<file path="src/rtl/data_memory.sv">
// data_memory: word-organised data memory for the MEM stage of the single-cycle CPU.
// Synchronous write on rising clock_in, combinational read gated by memRead.
// Asynchronous active-low reset_n clears every word.
// Optional build macro: DMEM_RANGE_CHECK_EN
//   defined   - any set address bit above ADDR_WIDTH drops the write and forces readData to 0
//   undefined - upper address bits are ignored, addresses alias modulo the depth
module data_memory #(
    parameter int DATA_WIDTH = 32,
    parameter int ADDR_WIDTH = 6
) (
    input  logic                  clock_in,
    input  logic                  reset_n,
    input  logic [31:0]           address,
    input  logic [DATA_WIDTH-1:0] writeData,
    input  logic                  memWrite,
    input  logic                  memRead,
    output logic [DATA_WIDTH-1:0] readData
);

    localparam int DEPTH = 1 << ADDR_WIDTH;

    logic [DATA_WIDTH-1:0] mem [DEPTH];
    logic [ADDR_WIDTH-1:0] idx;
    logic                  in_range;

    assign idx = address[ADDR_WIDTH-1:0];

`ifdef DMEM_RANGE_CHECK_EN
    // Word indices beyond the array are rejected rather than wrapped.
    assign in_range = (address[31:ADDR_WIDTH] == '0);
`else
    // Upper bits deliberately ignored so addresses alias onto the array.
    logic unused_addr_hi;
    assign unused_addr_hi = ^address[31:ADDR_WIDTH];
    assign in_range       = 1'b1;
`endif

    // Storage: cleared asynchronously, written on the rising edge when enabled.
    always_ff @(posedge clock_in or negedge reset_n) begin
        if (!reset_n) begin
            for (int i = 0; i < DEPTH; i++) begin
                mem[i] <= '0;
            end
        end else if (memWrite && in_range) begin
            mem[idx] <= writeData;
        end
    end

    // Combinational read; no write bypass, so a same-cycle write shows only after the edge.
    always_comb begin
        readData = '0;
        if (memRead && in_range) begin
            readData = mem[idx];
        end
    end

endmodule

</file>
<file path="config.mk">
export PLATFORM = sky130hd
export DESIGN_NAME = data_memory
export DESIGN_NICKNAME = d
export VERILOG_FILES = /design/src/rtl/data_memory.sv
export SDC_FILE = /design/constraint.sdc
export NUM_CORES = 2
export LEC_CHECK = 0
export CAP_MARGIN = 0
export CORE_MARGIN = 1.5
export CORE_UTILIZATION = 60
export DETAILED_ROUTE_END_ITERATION = 10
export PLACE_DENSITY = 0.73
export RECOVER_POWER = 50
export SYNTH_ARGS = -nofsm -noshare
export SYNTH_HDL_FRONTEND = slang
export SYNTH_SLANG_ARGS = --single-unit
</file>
<file path="constraint.sdc">
create_clock -name clock_in -period 4.3 [get_ports clock_in]
set_input_delay 1.075 -clock clock_in [delete_from_list [all_inputs] [get_ports clock_in]]
set_output_delay 1.075 -clock clock_in [all_outputs]
set_load 0.02 [all_outputs]
</file>
Word level (Yosys, flattened, before mapping)
Cells that the tools add are included. W data, S select, Z words.

Register bits: 2048. Input port bits: 68. Output and inout bits: 32.

$lt $le $gt $ge: 2. Muxes and demuxes: 7. Bitwise gates (word level): 1. Reductions and logical operators: 1.

Operators with widths (number): $bwmux W2048 (1); $bmux W32 S6 (1); $demux W32 S6 (1); $mux W32 (4); $ge A7 B7 Y1 const B (1); $lt A7 B1 Y1 const B (1); $not A6 Y7 (1); $logic_and A1 B1 Y1 (1).

Depth between registers and ports, before layout
Depth after elaboration: 6. Gate-level depth with buffers: 10.

Worst setup path before layout
No wires, ideal clock.

Kind: in2out. From: in address[1]. To: out readData[29]. Arrival: 2722 ps. Data required time: 3225 ps. Setup slack: 503 ps. Stages on the path: 9. Path buffers: 3. Cell sequence: buf_2 and2_1 buf_2 buf_2 a22oi_1 nor2_1 o31ai_1 o2111ai_1 o41a_1.

Cells in the longest elaborated chain, start to end: 5.

Ends and longest elaborated chain: start, declared (RTL line 13) `input logic [31:0] address,`; $not A6 Y7 (not written as such) (RTL line 53) `readData = mem[idx];`; $bmux W32 S6 (RTL line 53); $mux W32 (not written as such) (2 in a row) (RTL line 53); $mux W32 (RTL line 52) `if (memRead && in_range) begin`; end, declared (RTL line 17) `output logic [DATA_WIDTH-1:0] readData`.

Every way passes these cells. The select of a mux whose other input is x is not followed.

Final worst setup path
From: in address[0]. To: out readData[2].

The elaborated chain is that of the path after synthesis.

==> flow_summary.ini <==
[run_status]
status = finished with violations
violations = max-capacitance violations, max-slew violations, negative setup slack

[yosys]
synth_flop_cell = dfrtp_1
yosysMostFrequentCell = mux2_2
synth_common_cells = mux2_2 (2136), dfrtp_1 (2048), a221oi_1 (510)
synthDistinctLibCells = 54
yosysTopAreaCell = dfrtp_1
synth_top_area_share_pct = 55.8
ys_ff_latch = 2048
synthTopCellsByArea = dfrtp_1 (56%), mux2_2 (26%), a221oi_1 (4.9%)
syn_inst = 6921
synth-async-reset-ratio_pct = 100
synth_edf_count = 0
ys_seq_area_share_pct = 55.8
syn_area_per_cell_um2 = 13.3
synth_fp_nets = 6989
synth_warnings = 0
syn-cell-area_um2 = 91900

[die]
ios = 100
dieHeight_um = 394
die_w_um = 394
fp.coreArea_um2 = 152000
start_util_pct = 60.4
rows = 143
dieArea_um2 = 156000

[min_path]
min-delay-start = mem[1404]$_DFFE_PN0P_
hold_end = mem[1404]$_DFFE_PN0P_
hold_class = flop to flop
hold_depth = 1

[setup_path]
critical-path-max-stage-delay_ns = 0.39
path_cells = buf_16 -> and2_4 -> buf_12 -> buf_12 -> buf_12 -> buf_4 -> a221oi_4 -> a21oi_2 -> a221oi_2 -> buf_4 -> nand3_2 -> o31a_1 -> buf_6
path_class = input pin to primary output
worst-path-buf-inv = 7
r2r_cells = 1
startpoint_type = input pin
crit_family = buffers and inverters
setup.worst_path.end_class = primary output
rrSetupSlack_ns = 3.46
r2r_end = mem[637]$_DFFE_PN0P_
slowest_stage = o31a_1
crit_top_cell = buf_12
critical_path_arrival_ns = 3.40
cp.required_ns = 3.22
worstReg2RegStart = mem[637]$_DFFE_PN0P_
cp_max_fo = 7

[sta]
min_period_ns = 4.47
period_share_pct = 104
setup_violations = 26
maxSlewViolCount = 101
relSlewSlack_pct = -140
finalHoldViolations = 0
tightest_slew_ns = 3.60
rsz0062_at_grt = true
fmax_mhz = 224
worst_slack_ns = -0.173
fin_skew_ns = 0

[clock_tree]
root_buffer = clkbuf_16
clock_latency_ns = 0.85
cts_sinks = 2048
cts_buffer_depth = 3
clk_pin_slew_ns = 0.06
htreeDepth = 4
numCtsBuffers = 203
cts_tree = built
holdBufCountCts = 0

[detailed_routing]
vias = 65200
viasPerCell = 6.96
drtAntennaViolNets = 0
drt_iter0_markers = 6735
drcViolationCount = 0
dr.pass1.iters = 6
wl_per_cell_um = 31.3
routed_wl_mm = 293

[final_layout]
final_nets = 7236
largest_registers = mem x2048
seqCellArea_um2 = 51200
multi_input_area_um2 = 39700
top_register = mem
area_growth_pct = 18.7
finalInstanceArea_um2 = 109000
largest_reg_flops = 2048
drive_gt1_share_pct = 50.1
fillCellCount = 9716

[pwr]
finalPower_mw = 48.5
p_per_area_nw_per_um2 = 444
p_leak_nw = 50.3
peakVddDrop_mv = 0.485

[global_route]
grt_use_total_pct = 37.1
grt_pass1_wl_mm = 435
grt_max_degree = 108
antenna_found_initial = 4
grt_pass1_vias = 67100
grt_overflow = 0

[place]
post-dp-hpwl_mm = 178
portBuffers = 73
place_area_um2 = 98600
gp_congestion = 0.897

[job]
cap_violations = 1
[kinds of logic (layout without fill, tap and decap cells)]
group	count (synthesis)	count (layout)	share of synthesized area, %
simple gates	441	441	2.11
buf+inv	780	1195	3.66
compound gates	1457	1457	11.4
flops	2048	2048	55.8
mux	2195	2195	27.1
other cells	0	2	0
[report_power, final]
part	internal, mW	switching [mW]	leakage, nW
Clock	11.0	7.70	3.45
Combinational	3.30	3.23	19.6
Sequential	21.8	1.45	27.2
Total	36.1	12.4	50.3
[metrics by stage]
step / util (%) / cells / setup WS (ns) / hold WS (ns) / TNS (ns)
after floorplan: - / 6921 / 0.503 / 0.456 / 0
after global placement: 64.9 / 8910 / -0.743 / 0.467 / -15.95
after detailed placement: 64.9 / 8910 / -0.772 / 0.476 / -16.59
after CTS: 70.8 / 9332 / -0.0614 / 0.246 / -0.500
after global routing: 71.7 / 9366 / -0.205 / 0.495 / -7.49
final: 71.7 / 9368 / -0.173 / 0.491 / -1.67
[placed cells by master, fill, tap and decap left out, types with 14 or more instances in the layout]
cell type / synthesis / final
mux2_2: 2136 / 2135
dfrtp_1: 2048 / 2048
buf_4: 8 / 488
a22oi_1: 393 / 368
a221oi_1: 510 / 342
nor2_1: 265 / 225
clkbuf_16: 0 / 211
a21oi_1: 211 / 174
a221oi_2: 0 / 140
buf_12: 0 / 134
o21ai_1: 1 / 103
buf_6: 12 / 83
clkbuf_1: 414 / 64
o21ai_0: 208 / 62
o22ai_1: 59 / 57
clkbuf_8: 0 / 50
nand4_1: 49 / 49
o21ai_2: 0 / 43
buf_2: 251 / 43
a21oi_2: 0 / 37
nor2_4: 0 / 36
nand2_1: 64 / 33
nand2_2: 0 / 31
a221oi_4: 0 / 28
clkinv_2: 0 / 28
a22oi_2: 0 / 25
mux2i_1: 23 / 23
bufinv_16: 0 / 22
nand3_1: 21 / 20
mux2_1: 19 / 19
mux4_2: 17 / 17
clkbuf_2: 0 / 16
buf_8: 0 / 14
[per-layer routing]
metal,up-vias,part of all wire [%],global-route usage [%]
met5,-,0.013,0
met2,3286,46,57.8
met3,854,9.6,8.63
met1,34600,39,49.3
met4,6,5.3,17.9
li1,26500,-,-
[how the worst max path moves through the flow]
stage / to / slack, ns / cells past startpoint / startpoint
3_3_place_gp: readData[29] / -0.74 / 8 / address[3]
6_report: readData[2] / -0.17 / 13 / address[0]
4_1_cts: readData[2] / -0.06 / 12 / address[1]
2_1_floorplan: readData[29] / 0.50 / 9 / address[1]
5_1_grt: readData[0] / -0.21 / 12 / address[0]
3_5_place_dp: readData[29] / -0.77 / 8 / address[3]
[final cells by class]
type / instances / area share (%)
clock buffer: 310 / 5.52
multi-input combinational: 4093 / 36.4
inverter: 1 / 0.00803
tap: 2030 / 2.33
antenna: 2 / 0.00459
timing repair buffer: 821 / 7.83
sequential: 2048 / 47.0
clock inverter: 63 / 0.915
[timing repair]
action,4_1_cts,5_1_grt
cloned,10,7
endpoints found under the setup margin,32,32
resized for setup,453,275
setup buffers,41,34
pin swaps,108,132
(Power assumes the default switching activity.)
